===== src/rtl/vga_pkg.sv =====
// Shared VGA raster constants, the timing bundle type and total/legality helpers.
package vga_pkg;

  localparam int unsigned VGA_H_ACTIVE = 640;
  localparam int unsigned VGA_H_FP     = 16;
  localparam int unsigned VGA_H_SYNC   = 96;
  localparam int unsigned VGA_H_BP     = 48;
  localparam int unsigned VGA_V_ACTIVE = 480;
  localparam int unsigned VGA_V_FP     = 10;
  localparam int unsigned VGA_V_SYNC   = 2;
  localparam int unsigned VGA_V_BP     = 33;

  typedef struct packed {
    int unsigned h_active;
    int unsigned h_fp;
    int unsigned h_sync;
    int unsigned h_bp;
    int unsigned v_active;
    int unsigned v_fp;
    int unsigned v_sync;
    int unsigned v_bp;
  } vga_timing_t;

  localparam vga_timing_t VGA_640X480 = '{
    h_active: VGA_H_ACTIVE, h_fp: VGA_H_FP, h_sync: VGA_H_SYNC, h_bp: VGA_H_BP,
    v_active: VGA_V_ACTIVE, v_fp: VGA_V_FP, v_sync: VGA_V_SYNC, v_bp: VGA_V_BP
  };

  function automatic int unsigned h_total(input vga_timing_t t);
    return t.h_active + t.h_fp + t.h_sync + t.h_bp;
  endfunction

  function automatic int unsigned v_total(input vga_timing_t t);
    return t.v_active + t.v_fp + t.v_sync + t.v_bp;
  endfunction

  // Every interval non-empty and both totals representable in cw bits.
  function automatic bit timing_ok(input vga_timing_t t, input int unsigned cw);
    longint unsigned span;
    if (cw < 1 || cw > 32) return 1'b0;
    if (t.h_active < 1 || t.h_fp < 1 || t.h_sync < 1 || t.h_bp < 1) return 1'b0;
    if (t.v_active < 1 || t.v_fp < 1 || t.v_sync < 1 || t.v_bp < 1) return 1'b0;
    span = longint'(1) << cw;
    return (span >= longint'(h_total(t))) && (span >= longint'(v_total(t)));
  endfunction

endpackage


===== src/rtl/vga_timing_gen_if.sv =====
// Raster bus between the timing generator (master) and pixel/DAC consumers (slave).
interface vga_timing_gen_if #(
  parameter int CW = 10
);
  logic          enable;
  logic          pixel_ce;
  logic [CW-1:0] pixel_x;
  logic [CW-1:0] pixel_y;
  logic          video_on;
  logic          line_start;
  logic          frame_start;
  logic          hsync;
  logic          vsync;
  logic          blank;

  modport master (
    input  enable,
    output pixel_ce, pixel_x, pixel_y, video_on, line_start, frame_start,
           hsync, vsync, blank
  );

  modport slave (
    output enable,
    input  pixel_ce, pixel_x, pixel_y, video_on, line_start, frame_start,
           hsync, vsync, blank
  );
endinterface


===== src/rtl/vga_delay_line.sv =====
// Fixed-depth shift register advancing only on shift_en; reset clears every stage.
module vga_delay_line #(
  parameter int WIDTH = 3,
  parameter int DEPTH = 2
) (
  input  logic             clock,
  input  logic             rst_n,
  input  logic             shift_en,
  input  logic [WIDTH-1:0] din,
  output logic [WIDTH-1:0] dout
);

  logic [DEPTH:1][WIDTH-1:0] pipe;

  always_ff @(posedge clock or negedge rst_n) begin
    if (!rst_n) begin
      pipe <= '0;
    end else if (shift_en) begin
      pipe[1] <= din;
      for (int i = 2; i <= DEPTH; i++) pipe[i] <= pipe[i-1];
    end
  end

  assign dout = pipe[DEPTH];

endmodule


===== src/rtl/vga_timing_gen.sv =====
// Parametrised VGA raster generator on the system clock with a derived pixel
// clock-enable; sync/blank are delayed to match downstream pixel latency.
module vga_timing_gen
  import vga_pkg::*;
#(
  parameter int CLK_DIV  = 2,
  parameter int H_ACTIVE = VGA_H_ACTIVE,
  parameter int H_FP     = VGA_H_FP,
  parameter int H_SYNC   = VGA_H_SYNC,
  parameter int H_BP     = VGA_H_BP,
  parameter int V_ACTIVE = VGA_V_ACTIVE,
  parameter int V_FP     = VGA_V_FP,
  parameter int V_SYNC   = VGA_V_SYNC,
  parameter int V_BP     = VGA_V_BP,
  parameter bit HS_POL   = 1'b0,
  parameter bit VS_POL   = 1'b0,
  parameter int PIPE_DLY = 2,
  parameter int CW       = 10
) (
  input  logic              clock,
  input  logic              rst_n,
  vga_timing_gen_if.master  vga
);

  localparam vga_timing_t TIMING = '{
    h_active: H_ACTIVE, h_fp: H_FP, h_sync: H_SYNC, h_bp: H_BP,
    v_active: V_ACTIVE, v_fp: V_FP, v_sync: V_SYNC, v_bp: V_BP
  };
  localparam int H_TOTAL = int'(h_total(TIMING));
  localparam int V_TOTAL = int'(v_total(TIMING));

  if (!timing_ok(TIMING, CW) || CLK_DIV < 1 || PIPE_DLY < 1) begin : g_cfg_err
    $fatal(1, "vga_timing_gen: illegal timing parameters");
  end

  localparam int DW = (CLK_DIV > 1) ? $clog2(CLK_DIV) : 1;
  localparam logic [DW-1:0] DIV_LAST = DW'(CLK_DIV - 1);

  localparam logic [CW-1:0] H_LAST   = CW'(H_TOTAL - 1);
  localparam logic [CW-1:0] V_LAST   = CW'(V_TOTAL - 1);
  localparam logic [CW-1:0] H_VIS    = CW'(H_ACTIVE);
  localparam logic [CW-1:0] V_VIS    = CW'(V_ACTIVE);
  localparam logic [CW-1:0] HS_BEGIN = CW'(H_ACTIVE + H_FP);
  localparam logic [CW-1:0] HS_END   = CW'(H_ACTIVE + H_FP + H_SYNC);
  localparam logic [CW-1:0] VS_BEGIN = CW'(V_ACTIVE + V_FP);
  localparam logic [CW-1:0] VS_END   = CW'(V_ACTIVE + V_FP + V_SYNC);

  logic [DW-1:0] div_cnt;
  logic          ce_q;
  logic          tick;
  logic [CW-1:0] h_cnt;
  logic [CW-1:0] v_cnt;
  logic          video_on;
  logic          hs_raw;
  logic          vs_raw;
  logic [2:0]    dly_in;
  logic [2:0]    dly_out;

  // ce_q is held (not cleared) while disabled so a tick pending at the
  // moment enable drops is delivered on re-enable rather than lost.
  always_ff @(posedge clock or negedge rst_n) begin
    if (!rst_n) begin
      div_cnt <= '0;
      ce_q    <= 1'b0;
    end else if (vga.enable) begin
      if (div_cnt == DIV_LAST) begin
        div_cnt <= '0;
        ce_q    <= 1'b1;
      end else begin
        div_cnt <= div_cnt + 1'b1;
        ce_q    <= 1'b0;
      end
    end
  end

  assign tick = ce_q & vga.enable;

  always_ff @(posedge clock or negedge rst_n) begin
    if (!rst_n) begin
      h_cnt <= '0;
      v_cnt <= '0;
    end else if (tick) begin
      if (h_cnt == H_LAST) begin
        h_cnt <= '0;
        v_cnt <= (v_cnt == V_LAST) ? '0 : v_cnt + 1'b1;
      end else begin
        h_cnt <= h_cnt + 1'b1;
      end
    end
  end

  assign video_on = (h_cnt < H_VIS) && (v_cnt < V_VIS);
  assign hs_raw   = (h_cnt >= HS_BEGIN) && (h_cnt < HS_END);
  assign vs_raw   = (v_cnt >= VS_BEGIN) && (v_cnt < VS_END);
  assign dly_in   = {hs_raw, vs_raw, video_on};

  vga_delay_line #(
    .WIDTH (3),
    .DEPTH (PIPE_DLY)
  ) u_dly (
    .clock    (clock),
    .rst_n    (rst_n),
    .shift_en (tick),
    .din      (dly_in),
    .dout     (dly_out)
  );

  assign vga.pixel_ce    = tick;
  assign vga.pixel_x     = h_cnt;
  assign vga.pixel_y     = v_cnt;
  assign vga.video_on    = video_on;
  assign vga.line_start  = tick && (h_cnt == '0);
  assign vga.frame_start = tick && (h_cnt == '0) && (v_cnt == '0);
  assign vga.hsync       = dly_out[2] ? HS_POL : ~HS_POL;
  assign vga.vsync       = dly_out[1] ? VS_POL : ~VS_POL;
  assign vga.blank       = dly_out[0];

endmodule


===== src/flat_wrapper.sv =====
// flat-port wrapper written by rule: the top's interface ports become plain ports
module vga_timing_gen_flat import vga_pkg::*;
#(
  parameter int CLK_DIV  = 2,
  parameter int H_ACTIVE = VGA_H_ACTIVE,
  parameter int H_FP     = VGA_H_FP,
  parameter int H_SYNC   = VGA_H_SYNC,
  parameter int H_BP     = VGA_H_BP,
  parameter int V_ACTIVE = VGA_V_ACTIVE,
  parameter int V_FP     = VGA_V_FP,
  parameter int V_SYNC   = VGA_V_SYNC,
  parameter int V_BP     = VGA_V_BP,
  parameter bit HS_POL   = 1'b0,
  parameter bit VS_POL   = 1'b0,
  parameter int PIPE_DLY = 2,
  parameter int CW       = 10
)
  (clock, rst_n, vga_enable, vga_pixel_ce, vga_pixel_x, vga_pixel_y, vga_video_on, vga_line_start, vga_frame_start, vga_hsync, vga_vsync, vga_blank);
  vga_timing_gen_if #(.CW(CW)) vga_i ();
  input  logic clock;
  input  logic rst_n;
  input wire logic [$bits(vga_i.enable)-1:0] vga_enable;
  output wire logic [$bits(vga_i.pixel_ce)-1:0] vga_pixel_ce;
  output wire logic [$bits(vga_i.pixel_x)-1:0] vga_pixel_x;
  output wire logic [$bits(vga_i.pixel_y)-1:0] vga_pixel_y;
  output wire logic [$bits(vga_i.video_on)-1:0] vga_video_on;
  output wire logic [$bits(vga_i.line_start)-1:0] vga_line_start;
  output wire logic [$bits(vga_i.frame_start)-1:0] vga_frame_start;
  output wire logic [$bits(vga_i.hsync)-1:0] vga_hsync;
  output wire logic [$bits(vga_i.vsync)-1:0] vga_vsync;
  output wire logic [$bits(vga_i.blank)-1:0] vga_blank;
  assign vga_i.enable = vga_enable;
  assign vga_pixel_ce = vga_i.pixel_ce;
  assign vga_pixel_x = vga_i.pixel_x;
  assign vga_pixel_y = vga_i.pixel_y;
  assign vga_video_on = vga_i.video_on;
  assign vga_line_start = vga_i.line_start;
  assign vga_frame_start = vga_i.frame_start;
  assign vga_hsync = vga_i.hsync;
  assign vga_vsync = vga_i.vsync;
  assign vga_blank = vga_i.blank;
  vga_timing_gen #(.CLK_DIV(CLK_DIV), .H_ACTIVE(H_ACTIVE), .H_FP(H_FP), .H_SYNC(H_SYNC), .H_BP(H_BP), .V_ACTIVE(V_ACTIVE), .V_FP(V_FP), .V_SYNC(V_SYNC), .V_BP(V_BP), .HS_POL(HS_POL), .VS_POL(VS_POL), .PIPE_DLY(PIPE_DLY), .CW(CW)) u_core (.clock(clock), .rst_n(rst_n), .vga(vga_i));
endmodule

===== config.mk =====
export PLATFORM = sky130hd
export DESIGN_NAME = vga_timing_gen_flat
export DESIGN_NICKNAME = d
export VERILOG_FILES = /design/src/rtl/vga_pkg.sv /design/src/rtl/vga_timing_gen_if.sv /design/src/rtl/vga_delay_line.sv /design/src/rtl/vga_timing_gen.sv /design/src/flat_wrapper.sv
export SDC_FILE = /design/constraint.sdc
export NUM_CORES = 1
export LEC_CHECK = 0
export ABC_AREA = 1
export CAP_MARGIN = 20
export CORE_UTILIZATION = 45
export DETAILED_ROUTE_END_ITERATION = 8
export HOLD_SLACK_MARGIN = 0.02
export PLACE_DENSITY = 0.79
export SLEW_MARGIN = 10
export SYNTH_ARGS = -nofsm -noshare
export SYNTH_HDL_FRONTEND = slang
export SYNTH_SLANG_ARGS = --single-unit

===== constraint.sdc =====
create_clock -name clock -period 1.6 [get_ports clock]
set_input_delay 0.48 -clock clock [delete_from_list [all_inputs] [get_ports clock]]
set_output_delay 0.48 -clock clock [all_outputs]
set_load 0.01 [all_outputs]

======== Yosys cells after proc, flatten, opt, wreduce, memory -nomap -nowiden ========
Index checks and enable logic that the tools add are counted.
cells by class
  $add $sub $neg .......................... 3
  magnitude comparators ................... 6
  equal/unequal tests ..................... 2
  mux-type cells .......................... 6
  bitwise operators ....................... 1
  reduce and logical (&&, ||, !) cells .... 8
operators by type and width
  operator                 number
  $add A10 B1 Y10 const B  2
  $eq A10 B10 Y1 const B   2
  $logic_not A10 Y1        2
  $lt A10 B10 Y1 const B   2
  $lt A10 B9 Y1 const B    2
  $mux W10                 2
  $ge A10 B10 Y1 const B   1
  $ge A10 B9 Y1 const B    1
  $logic_and A1 B1 Y1      5
  $mux W1                  4
  $reduce_and A2 Y1        1
  $add A1 B1 Y1 const B    1
  $and A1 B1 Y1            1
word-level totals
  bits in registers ....................... 28
  input bits .............................. 3
  output and inout port bits .............. 27
  word-level logic and storage cells ...... 32

======== Depth between registers and ports, before layout ========
  word-level depth ........................ 3
  gate-level depth with buffers ........... 9

======== Modules after synthesis ========
A second synthesis with hierarchy kept.
unflattened totals
  cell total of the unflattened synthesis .. 211
  area, all modules ....................... 1,590.3 sq um
by module, submodules not included
  module          instances  cells each  area an instance (sq um)  sequential area each (sq um)
  vga_timing_gen  1          183         1,346.3                   550.5
  vga_delay_line  1          28          244.0                     150.1

======== Worst setup path before layout ========
OpenSTA, ideal clock, no wires.
  path type ............................... register -> output
  start ................................... register u_core.h_cnt[0], in the netlist u_core.vga.pixel_x[0]
  end ..................................... output vga_frame_start
  data arrival time ....................... 1.200 ns
  path slack .............................. -0.080 ns
  cell stages (with the launch flop) ...... 6
  path buffers ............................ 0
  cells stage by stage .................... dfrtp_1 > inv_1 > ha_1 > nor3b_1 > nand4_1 > nor3_1
between the ends
  word-level cells in the longest chain between the ends .. 3
ends and longest elaborated chain
  item                              line                   text
  start, declared                   vga_timing_gen.sv:51   logic [CW-1:0] h_cnt;
  start signal, assigned            vga_timing_gen.sv:87   h_cnt <= h_cnt + 1'b1;
  $logic_not A10 Y1                 vga_timing_gen.sv:113  assign vga.frame_start = tick && (h_cnt == '0) && (v_cnt == '0);
  $logic_and A1 B1 Y1 (2 in a row)  vga_timing_gen.sv:113
  end, declared                     flat_wrapper.sv:28     output wire logic [$bits(vga_i.frame_start)-1:0] vga_frame_start;
No other way between the ends.

======== Final worst setup path ========
  start ................................... register u_core.h_cnt[1], in the netlist u_core.vga.pixel_x[1]
  end ..................................... output vga_frame_start
Same word-level chain as after synthesis.

==> results.tsv <==
stage	metric	value	unit
detailed_routing	drtAntennaViolNets	0	
sta	final.min_clock_period	2.16	ns
logic_synthesis	syn-num-nets	204	
sta	worst_pin_slew	0.425	ns
logic_synthesis	seq_area_frac_synth	0.450	
logic_synthesis	async_flop_share	1.00	
layout	nets	304	
logic_synthesis	yosysUniqueCellTypes	24	
place	place.gp.congestion	0.894	
global_routing	grt_pass1_wl	7160	um
sta	slew_viol_final	0	
flow_run	cap_violations	0	
layout	postLayoutCoreUtil	0.798	
logic_synthesis	avgSynthCellArea	7.91	um^2
detailed_routing	dr.pass1.iters	4	
setup_path	cp.required	1.12	ns
logic_synthesis	synth_commonest_cells	40 x nand2_1, 30 x inv_1, 28 x dfrtp_1	
sta	fmax	462	MHz
worst_hold_path	hp-class	primary input to async pin	
global_routing	grt_overflow	0	
logic_synthesis	mappedNetlistArea	1560	um^2
sta	maxSlewHeadroom	0.716	
power	powerDensity	1080	nW/um^2
detailed_routing	route.detailed.drc	0	
detailed_routing	routed_wl	5230	um
power	ir_drop	0.967	mV
place	dpl.hpwl	2900	um
power	p_leak	0.00132	uW
floorplanning	pin_count	30	
floorplanning	rows	20	
clock_network	cts-htree-levels	1	
detailed_routing	wl_per_cell	15.4	um
floorplanning	core	3180	um^2
clock_network	root_buffer	clkbuf_4	
logic_synthesis	yosysMostFrequentCell	nand2_1	
sta	hold_viol_final	0	
place	io_buffers	29	
setup_path	cp-end-kind	output port	
logic_synthesis	synth_seq_cells	28	
sta	setup_violations	15	
sta	fin_skew	0.00699	ns
detailed_routing	num_vias	1790	
clock_network	clock_path_buffers	2	
floorplanning	die_w	60.8	um
global_routing	grt_use_total	0.265	
layout	layout-drive-gt1-share	0.434	
floorplanning	dieArea	3700	um^2
logic_synthesis	synth-main-ff-cell	dfrtp_1	
detailed_routing	via_per_inst	5.28	
clock_network	cts_buffers	3	
clock_network	cts-hold-fix-buffers	0	
logic_synthesis	synth_top_cell_by_area	dfrtp_1	
clock_network	cts_tree	done	
clock_network	clk_latency	0.34	ns
layout	area_growth	62.7	%
sta	final.period_utilization	1.35	
setup_path	crit_arrival	1.68	ns
setup_path	crit_type	flop to output port	
floorplanning	initial_core_util	0.490	
floorplanning	die_height	60.8	um
layout	antenna_cells	0	
sta	rsz0062_at_grt	yes	
outcome	failed_checks	setup timing	
clock_network	cts.sinks	28	
logic_synthesis	synth.top_cell.area_share	0.450	
clock_network	path_clk_slew	0.15	ns
layout	nFillCells	204	
global_routing	grt_antenna_before_repair	0	
power	total_power	2750	uW
setup_path	crit_fanout	2	
logic_synthesis	synth_edf_count	0	
logic_synthesis	synth_cells	197	
sta	setup_ws	-0.564	ns
logic_synthesis	synthTopCellsByArea	dfrtp_1 45%, nand2_1 9.6%, inv_1 7.2%	
logic_synthesis	ys_warn_count	0	
setup_path	start_kind	flop	
outcome	status	finished with violations	
global_routing	grt_pass1_vias	1612	
detailed_routing	first_iter_violations	99	
global_routing	grt_max_degree	29	
## placed cells by master, fill, tap and decap left out, drive strengths merged
cell | synthesis | final
a21oi | 4 | 4
buf | 5 | 86
clkbuf | 0 | 11
clkdlybuf4s50 | 0 | 1
clkinv | 0 | 1
dfrtp | 28 | 28
dlygate4sd2 | 0 | 4
ha | 4 | 4
inv | 31 | 31
mux2 | 1 | 1
nand2 | 42 | 42
nand3 | 20 | 20
nand4 | 9 | 9
nor2 | 21 | 21
nor3 | 5 | 5
nor3b | 1 | 1
o211ai | 1 | 1
o21ai | 19 | 19
xnor2 | 1 | 1
xor2 | 5 | 5
## path summary, 6_finish.rpt
path	startpoint	to	slack, ns	cells past startpoint
worst min-delay path	rst_n	u_core.vga.pixel_x[7]$_DFFE_PN0P_	0.48	2
worst max register to register	u_core.vga.pixel_y[5]$_DFFE_PN0P_	u_core.u_dly.pipe[0]$_DFFE_PN0P_	-0.20	12
max in group asynchronous	rst_n	u_core.ce_q$_DFFE_PN0P_	0.96	2
min in group clock	u_core.div_cnt$_DFFE_PN0P_	u_core.div_cnt$_DFFE_PN0P_	0.49	1
worst min register to register	u_core.div_cnt$_DFFE_PN0P_	u_core.div_cnt$_DFFE_PN0P_	0.49	1
worst max-delay path	u_core.vga.pixel_x[1]$_DFFE_PN0P_	vga_frame_start	-0.56	7
## where the power goes
group	internal (uW)	switching [uW]	leakage [uW]
logic	704	753	0.000972
clock network	88.8	213	0.0000138
registers	871	117	0.000331
total	1660	1080	0.00132
## cells by family after synthesis
family | after synthesis | synth area share
AOI/OAI and AO/OA | 24 | 0.0835
muxes | 1 | 0.00723
adders and majority gates | 4 | 0.0321
and+or+nand+nor | 98 | 0.291
xor gates and xnor gates | 6 | 0.0337
buffers and inverters | 36 | 0.103
DFF | 28 | 0.450
## timing repair
action,CTS,global route
setup endpoints to repair,28,34
gates resized for setup,96,56
pin swaps,7,11
gates cloned,0,1
setup buffers,19,19
## critical path, cell delays in order, from the launching register on
cell and delay [ns]:
dfrtp_1 0.44, inv_2 0.09, ha_4 0.12, nor3b_2 0.15, nand4_1 0.13, buf_4 0.17, nor3_2 0.10, buf_2 0.15
## flip-flops by register name (all words and copies together), names as in the netlist
register            flops
u_core.u_dly.dout       3
u_core.vga.pixel_y     10
u_core.u_dly.pipe       3
u_core.ce_q             1
u_core.vga.pixel_x     10
u_core.div_cnt          1
## layout make-up
| cell class | count | area, um^2 | area share |
|---|---|---|---|
| timing repair buffer | 99 | 832 | 0.328 |
| multi-input combinational | 133 | 792 | 0.312 |
| sequential | 28 | 701 | 0.276 |
| inverter | 31 | 126 | 0.0499 |
| tap | 44 | 55.1 | 0.0217 |
| clock buffer | 3 | 22.5 | 0.00888 |
| timing repair inverter | 1 | 6.26 | 0.00247 |
## layer usage
layer  wire (um)  part of all wire  vias to the layer above  GRT usage
li1            -                 -                      835          -
met1        2050              0.39                      851      0.333
met2        2640              0.50                       81      0.454
met3         328             0.063                       23     0.0384
met4         212             0.041                        0      0.120
met5           0                 0                        -          0
## per-stage QoR
step           cell area [um^2]  setup TNS [ns]  hold slack, ns  worst slack [ns]  instances
3_3_place_gp               2200           -7.38           0.446            -0.976        306
2_1_floorplan              1580        -0.00722           0.184          -0.00722        197
6_report                   2530           -1.83           0.477            -0.564        339
4_1_cts                    2370           -1.35           0.489            -0.553        327
3_5_place_dp               2200           -7.95           0.456            -0.995        306
5_1_grt                    2530           -3.55           0.470            -0.678        339
Note: power is estimated with default switching activity, not from simulation.
